### src/rtl/fifo_sched_pkg.sv
`default_nettype none
// ============================================================================
// Module   : fifo_sched_pkg
// Brief    : Shared types and default sizes for the FIFO scheduler.
// Revision : 1.0
// ============================================================================
package fifo_sched_pkg;

    typedef enum logic [1:0] {
        OP_NONE = 2'd0,
        OP_WR   = 2'd1,
        OP_RD   = 2'd2
    } op_e;

    localparam int DW_DEF    = 8;
    localparam int DEPTH_DEF = 8;
    localparam int NREQ_DEF  = 4;

endpackage : fifo_sched_pkg
`default_nettype wire

### src/rtl/fifo_sched_if.sv
`default_nettype none
// ============================================================================
// Module   : fifo_sched_if
// Brief    : Requester, consumer and FIFO-pin bundle around the scheduler.
// Revision : 1.0
// ============================================================================
interface fifo_sched_if #(
    parameter int NREQ  = 4,
    parameter int DW    = 8,
    parameter int DEPTH = 8
);
    localparam int OW = $clog2(DEPTH + 1);

    logic [NREQ-1:0]          wr_req;
    logic [NREQ-1:0][DW-1:0]  wr_data;
    logic [NREQ-1:0]          wr_gnt;
    logic                     rd_req;
    logic                     rd_gnt;
    logic                     rd_valid;
    logic [DW-1:0]            rd_data;
    logic                     fifo_wr;
    logic                     fifo_rd;
    logic [DW-1:0]            fifo_din;
    logic [DW-1:0]            fifo_qout;
    logic [OW-1:0]            occ;

    // Requesters, consumer and the FIFO itself
    modport master (
        output wr_req, wr_data, rd_req, fifo_qout,
        input  wr_gnt, rd_gnt, rd_valid, rd_data, fifo_wr, fifo_rd, fifo_din, occ
    );

    // The scheduler
    modport slave (
        input  wr_req, wr_data, rd_req, fifo_qout,
        output wr_gnt, rd_gnt, rd_valid, rd_data, fifo_wr, fifo_rd, fifo_din, occ
    );

endinterface : fifo_sched_if
`default_nettype wire

### src/rtl/fifo_sched_rr_arbiter.sv
`default_nettype none
// ============================================================================
// Module   : rr_arbiter
// Brief    : Round-robin picker; pointer advances past the winner on enable.
// Revision : 1.0
// ============================================================================
module rr_arbiter #(
    parameter int N = 4
) (
    input  wire logic                 clk,
    input  wire logic                 rst_n,
    input  wire logic [N-1:0]         req,
    input  wire logic                 en,
    output logic      [N-1:0]         gnt,
    output logic      [$clog2(N)-1:0] idx
);
    localparam int IW = $clog2(N);

    logic [IW-1:0] ptr_q;
    logic [IW-1:0] ptr_d;
    logic [IW-1:0] cand;
    logic          found;

    always_comb begin
        gnt   = '0;
        idx   = '0;
        found = 1'b0;
        cand  = '0;
        for (int k = 0; k < N; k++) begin
            cand = IW'((int'(ptr_q) + k) % N);
            if (!found && req[cand]) begin
                found     = 1'b1;
                gnt[cand] = 1'b1;
                idx       = cand;
            end
        end
    end

    always_comb begin
        ptr_d = ptr_q;
        if (en) begin
            ptr_d = (idx == IW'(N - 1)) ? '0 : idx + IW'(1);
        end
    end

    always_ff @(posedge clk or negedge rst_n) begin
        if (!rst_n) begin
            ptr_q <= '0;
        end else begin
            ptr_q <= ptr_d;
        end
    end

endmodule : rr_arbiter
`default_nettype wire

### src/rtl/fifo_sched.sv
`default_nettype none
// ============================================================================
// Module   : fifo_sched
// Brief    : Shares one FIFO between NREQ writers and one reader, one op/cycle.
// Revision : 1.0
// ============================================================================
module fifo_sched
    import fifo_sched_pkg::*;
#(
    parameter int NREQ  = NREQ_DEF,
    parameter int DW    = DW_DEF,
    parameter int DEPTH = DEPTH_DEF
) (
    input  wire logic   clk,
    input  wire logic   rst_n,
    fifo_sched_if.slave bus
);
    localparam int OW = $clog2(DEPTH + 1);
    localparam int IW = $clog2(NREQ);

    logic [NREQ-1:0] arb_gnt;
    logic [IW-1:0]   arb_idx;
    logic            wr_elig;
    logic            rd_elig;
    logic            sel_wr;
    logic            sel_rd;

    op_e             last_op_q, last_op_d;
    logic [OW-1:0]   occ_q, occ_d;
    logic            fifo_wr_q, fifo_wr_d;
    logic [DW-1:0]   fifo_din_q, fifo_din_d;
    // [0] drives the FIFO rd pin, [1] marks qOut as valid one cycle later
    logic [1:0]      rd_pipe_q, rd_pipe_d;

    rr_arbiter #(
        .N (NREQ)
    ) u_arb (
        .clk   (clk),
        .rst_n (rst_n),
        .req   (bus.wr_req),
        .en    (sel_wr),
        .gnt   (arb_gnt),
        .idx   (arb_idx)
    );

    always_comb begin
        wr_elig = (|bus.wr_req) && (occ_q < OW'(DEPTH));
        rd_elig = bus.rd_req && (occ_q != '0);
        sel_wr  = 1'b0;
        sel_rd  = 1'b0;
        if (wr_elig && rd_elig) begin
            // Contested cycle: alternate against whichever op went last
            if (last_op_q == OP_WR) begin
                sel_rd = 1'b1;
            end else begin
                sel_wr = 1'b1;
            end
        end else begin
            sel_wr = wr_elig;
            sel_rd = rd_elig;
        end
    end

    always_comb begin
        last_op_d  = last_op_q;
        occ_d      = occ_q;
        fifo_wr_d  = sel_wr;
        fifo_din_d = fifo_din_q;
        rd_pipe_d  = {rd_pipe_q[0], sel_rd};
        if (sel_wr) begin
            last_op_d  = OP_WR;
            occ_d      = occ_q + OW'(1);
            fifo_din_d = bus.wr_data[arb_idx];
        end else if (sel_rd) begin
            last_op_d  = OP_RD;
            occ_d      = occ_q - OW'(1);
        end
    end

    always_ff @(posedge clk or negedge rst_n) begin
        if (!rst_n) begin
            last_op_q  <= OP_RD;
            occ_q      <= '0;
            fifo_wr_q  <= 1'b0;
            fifo_din_q <= '0;
            rd_pipe_q  <= '0;
        end else begin
            last_op_q  <= last_op_d;
            occ_q      <= occ_d;
            fifo_wr_q  <= fifo_wr_d;
            fifo_din_q <= fifo_din_d;
            rd_pipe_q  <= rd_pipe_d;
        end
    end

    assign bus.wr_gnt   = sel_wr ? arb_gnt : '0;
    assign bus.rd_gnt   = sel_rd;
    assign bus.fifo_wr  = fifo_wr_q;
    assign bus.fifo_rd  = rd_pipe_q[0];
    assign bus.fifo_din = fifo_din_q;
    assign bus.rd_valid = rd_pipe_q[1];
    assign bus.rd_data  = bus.fifo_qout;
    assign bus.occ      = occ_q;

endmodule : fifo_sched
`default_nettype wire

### src/flat_wrapper.sv
// flat-port wrapper written by rule: the top's interface ports become plain ports
module fifo_sched_flat import fifo_sched_pkg::*;
#(
    parameter int NREQ  = NREQ_DEF,
    parameter int DW    = DW_DEF,
    parameter int DEPTH = DEPTH_DEF
)
  (clk, rst_n, bus_wr_req, bus_wr_data, bus_rd_req, bus_fifo_qout, bus_wr_gnt, bus_rd_gnt, bus_rd_valid, bus_rd_data, bus_fifo_wr, bus_fifo_rd, bus_fifo_din, bus_occ);
  fifo_sched_if #(.NREQ(NREQ), .DW(DW), .DEPTH(DEPTH)) bus_i ();
  input  wire logic clk;
  input  wire logic rst_n;
  input wire logic [$bits(bus_i.wr_req)-1:0] bus_wr_req;
  input wire logic [$bits(bus_i.wr_data)-1:0] bus_wr_data;
  input wire logic [$bits(bus_i.rd_req)-1:0] bus_rd_req;
  input wire logic [$bits(bus_i.fifo_qout)-1:0] bus_fifo_qout;
  output wire logic [$bits(bus_i.wr_gnt)-1:0] bus_wr_gnt;
  output wire logic [$bits(bus_i.rd_gnt)-1:0] bus_rd_gnt;
  output wire logic [$bits(bus_i.rd_valid)-1:0] bus_rd_valid;
  output wire logic [$bits(bus_i.rd_data)-1:0] bus_rd_data;
  output wire logic [$bits(bus_i.fifo_wr)-1:0] bus_fifo_wr;
  output wire logic [$bits(bus_i.fifo_rd)-1:0] bus_fifo_rd;
  output wire logic [$bits(bus_i.fifo_din)-1:0] bus_fifo_din;
  output wire logic [$bits(bus_i.occ)-1:0] bus_occ;
  assign bus_i.wr_req = bus_wr_req;
  assign bus_i.wr_data = bus_wr_data;
  assign bus_i.rd_req = bus_rd_req;
  assign bus_i.fifo_qout = bus_fifo_qout;
  assign bus_wr_gnt = bus_i.wr_gnt;
  assign bus_rd_gnt = bus_i.rd_gnt;
  assign bus_rd_valid = bus_i.rd_valid;
  assign bus_rd_data = bus_i.rd_data;
  assign bus_fifo_wr = bus_i.fifo_wr;
  assign bus_fifo_rd = bus_i.fifo_rd;
  assign bus_fifo_din = bus_i.fifo_din;
  assign bus_occ = bus_i.occ;
  fifo_sched #(.NREQ(NREQ), .DW(DW), .DEPTH(DEPTH)) u_core (.clk(clk), .rst_n(rst_n), .bus(bus_i));
endmodule
### config.mk
export PLATFORM = sky130hd
export DESIGN_NAME = fifo_sched_flat
export DESIGN_NICKNAME = d
export VERILOG_FILES = /design/src/rtl/fifo_sched_pkg.sv /design/src/rtl/fifo_sched_if.sv /design/src/rtl/fifo_sched_rr_arbiter.sv /design/src/rtl/fifo_sched.sv /design/src/flat_wrapper.sv
export SDC_FILE = /design/constraint.sdc
export NUM_CORES = 1
export LEC_CHECK = 0
export ABC_AREA = 0
export CAP_MARGIN = 40
export CELL_PAD_IN_SITES_DETAIL_PLACEMENT = 0
export CELL_PAD_IN_SITES_GLOBAL_PLACEMENT = 2
export CORE_MARGIN = 2
export CORE_UTILIZATION = 26
export CTS_CLUSTER_DIAMETER = 40
export DETAILED_ROUTE_END_ITERATION = 16
export PLACE_DENSITY_LB_ADDON = 0.1
export SLEW_MARGIN = 20
export SYNTH_ARGS = -nofsm -noshare
export SYNTH_HDL_FRONTEND = slang
export SYNTH_SLANG_ARGS = --single-unit
### constraint.sdc
create_clock -name clk -period 9 [get_ports clk]
set_input_delay 2.7 -clock clk [delete_from_list [all_inputs] [get_ports clk]]
set_output_delay 2.7 -clock clk [all_outputs]
set_load 0.01 [all_outputs]
==> impl_metrics.tcl <==
set metrics [dict create \
    run_status "finished clean" \
    die_area_sq_mm 0.007314 \
    p_leak_nw 0.9355 \
    detailed_place.area_sq_mm 0.002295 \
    core_area_sq_mm 0.006386 \
    p_per_area_mw_per_mm2 349.8 \
    yosysWarnings 0 \
    pre_cts_slack_ns 1.044 \
    drcViolationCount 0 \
    route.vias.total 1631 \
    fp.dieH_um 85.52 \
    wirelength_um 5420 \
    multiInputGateArea_sq_mm 0.001076 \
    fin_cells 317 \
    drt_iter0_markers 107 \
    yosys_most_used_dff "dfrtp_1" \
    cts_tree "yes" \
    via_per_inst 5.145 \
    utilization 0.3664 \
    critPathMaxFanout 11 \
    critPathCaptureType "output pin" \
    die_w_um 85.52 \
    grt_max_degree 19 \
    arrival_ns 5.27 \
    wl_per_cell_um 17.10 \
    grt_pass1_wl_um 8852 \
    area_growth_pct 35.41 \
    portBuffers 58 \
    ir_drop_uv 154.3 \
    critical_path_class "in2out" \
    synthesis.nets 251 \
    synth_seq_cells 19 \
    postCtsHoldBufs 0 \
    setup_slack_ns 1.032 \
    cts.sinks 19 \
    cts_buffers 3 \
    synth_cell_types 46 \
    worst_slew_pin_slew_ns 0.6439 \
    maxCapViolCount 0 \
    synth_edf_count 0 \
    drv_slew 0 \
    diodes 0 \
    place.gp.congestion 0.7654 \
    hold_ws_ns 0.3866 \
    dr.pass1.iters 4 \
    highest_layer "met4" \
    final_nets 297 \
    htree_levels 1 \
    hp-class "reg2reg" \
    finalCritPeriodShare 0.8853 \
    dp_hpwl_um 4265 \
    grt_setup_unrepaired "no" \
    num_rows 29 \
    drive_gt1_frac 0.09167 \
    total_power_mw 0.8184 \
    cts-root-buf "clkbuf_8" \
    final-hold-violation-count 0 \
    track_usage 0.1503 \
    skew_ns 0.003705 \
    synth_seq_area_share 0.2759 \
    worstSkewPairLatency_ns 0.25 \
    nFillCells 688 \
    setup_tns_ns 0 \
    clkTransAtPathRegs_ns 0.07 \
    place_inst 313 \
    wl_met3_um 291 \
    syn_area_per_cell_sq_um 8.861 \
    critPathLaunchType "input port" \
    design_area_sq_mm 0.002340 \
    slew_headroom 0.5708 \
    met1_length_um 2506 \
    cts_resized 0 \
    syn_inst 195 \
    finalCriticalPeriod_ns 7.968 \
    antenna_found_initial 0 \
    grt_pass1_vias 1737 \
    clockBufferDepth 2 \
    antenna_left 0 \
    setup_viol 0 \
    ys_async_sr_fraction 1.000 \
    start_util 0.2706 \
    fmax_mhz 125.5 \
    wl_met2_um 2582 \
    required_ns 6.30 \
    seqCellArea_sq_um 476.7 \
    syn_area_sq_mm 0.001728 \
    ios 75 \
    overflow 0 \
    cts_setup_buffers 0 \
]
layout by cell type, fill, tap and decap left out, drive strengths merged, types with 3 or more instances in the layout:
master,n
ha,9
nor3,3
buf,4
a21oi,7
inv,5
o221ai,17
mux2i,15
dfrtp,18
a22o,4
mux2,3
clkdlybuf4s50,58
or2,3
o21ai,19
nor2,22
nand2,22
clkbuf,4
o31a,3
power breakdown:
group          total [mW]  leakage [nW]  switching, mW  internal, mW
Clock              0.0600        0.0228         0.0285        0.0315
Sequential          0.184         0.228         0.0515         0.132
Combinational       0.574         0.685          0.298         0.277
Total               0.818         0.936          0.378         0.441
cell type report:
type,count,area share
timing repair buffer,62,0.2658
multi-input combinational,150,0.4599
sequential,19,0.2037
tap,77,0.04118
clock buffer,4,0.01925
inverter,5,0.01016
cells by family (layout without fill, tap and decap cells):
kind of cell / Yosys count / count (layout) / synth area share
mux: 20 / 20 / 0.1347
simple gates: 59 / 59 / 0.1564
fa+ha+maj: 9 / 9 / 0.06517
buf+inv: 26 / 71 / 0.1014
compound gates: 58 / 58 / 0.2462
flops: 19 / 19 / 0.2759
xor+xnor: 4 / 4 / 0.02028
synthesized netlist by cell type (2+ instances only):
master	number	area (sq um)
a211o_1	2	17.52
a21oi_1	7	35.03
a22o_1	4	35.03
buf_2	5	25.02
buf_4	9	67.56
buf_6	2	22.52
clkbuf_1	3	11.26
dfrtp_1	18	450.4
ha_1	9	112.6
inv_1	4	15.01
mux2_2	3	33.78
mux2i_1	14	140.1
mux4_2	2	45.04
nand2_1	22	82.58
nor2_1	22	82.58
nor3_1	3	15.01
o21a_1	2	15.01
o21ai_0	15	75.07
o21ai_1	3	15.01
o221ai_1	16	140.1
o31a_1	2	17.52
or2_2	2	12.51
xnor2_1	2	17.52
xor2_1	2	17.52
layer usage:
layer | track usage | vias up
li1 | - | 797
met1 | 0.2093 | 789
met2 | 0.2457 | 41
met3 | 0.02310 | 4
met4 | 0.03463 | 0
met5 | 0 | -
state kept, by name, summed over array words and instances (netlist names):
register and cells:
u_core.bus.fifo_din 8, u_core.bus.occ 4, u_core.last_op_q 2, u_core.rd_pipe_q 2, u_core.u_arb.ptr_q 2, u_core.bus.fifo_wr 1
worst max-delay path, cell delays in order:
cell             delay [ns]
clkdlybuf4s50_1        0.66
or3b_2                 0.48
a211o_1                0.29
a21oi_1                0.27
o21ai_0                0.14
a21oi_1                0.18
clkdlybuf4s50_1        0.55
final timing paths:
kind | startpoint | depth (start not counted) | slack (ns) | to
setup reg to reg | u_core.u_arb.ptr_q[0] | 7 | 5.60 | u_core.bus.fifo_din[0]
hold / removal | u_core.rd_pipe_q[0] | 0 | 0.39 | u_core.rd_pipe_q[1]
hold reg to reg | u_core.rd_pipe_q[0] | 0 | 0.39 | u_core.rd_pipe_q[1]
min in group asynchronous | rst_n | 1 | 2.75 | u_core.bus.fifo_din[1]
max in group asynchronous | rst_n | 2 | 5.73 | u_core.last_op_q[1]
setup / recovery | bus_wr_req[1] | 7 | 1.03 | bus_wr_gnt[0]
(Power assumes the default switching activity.)
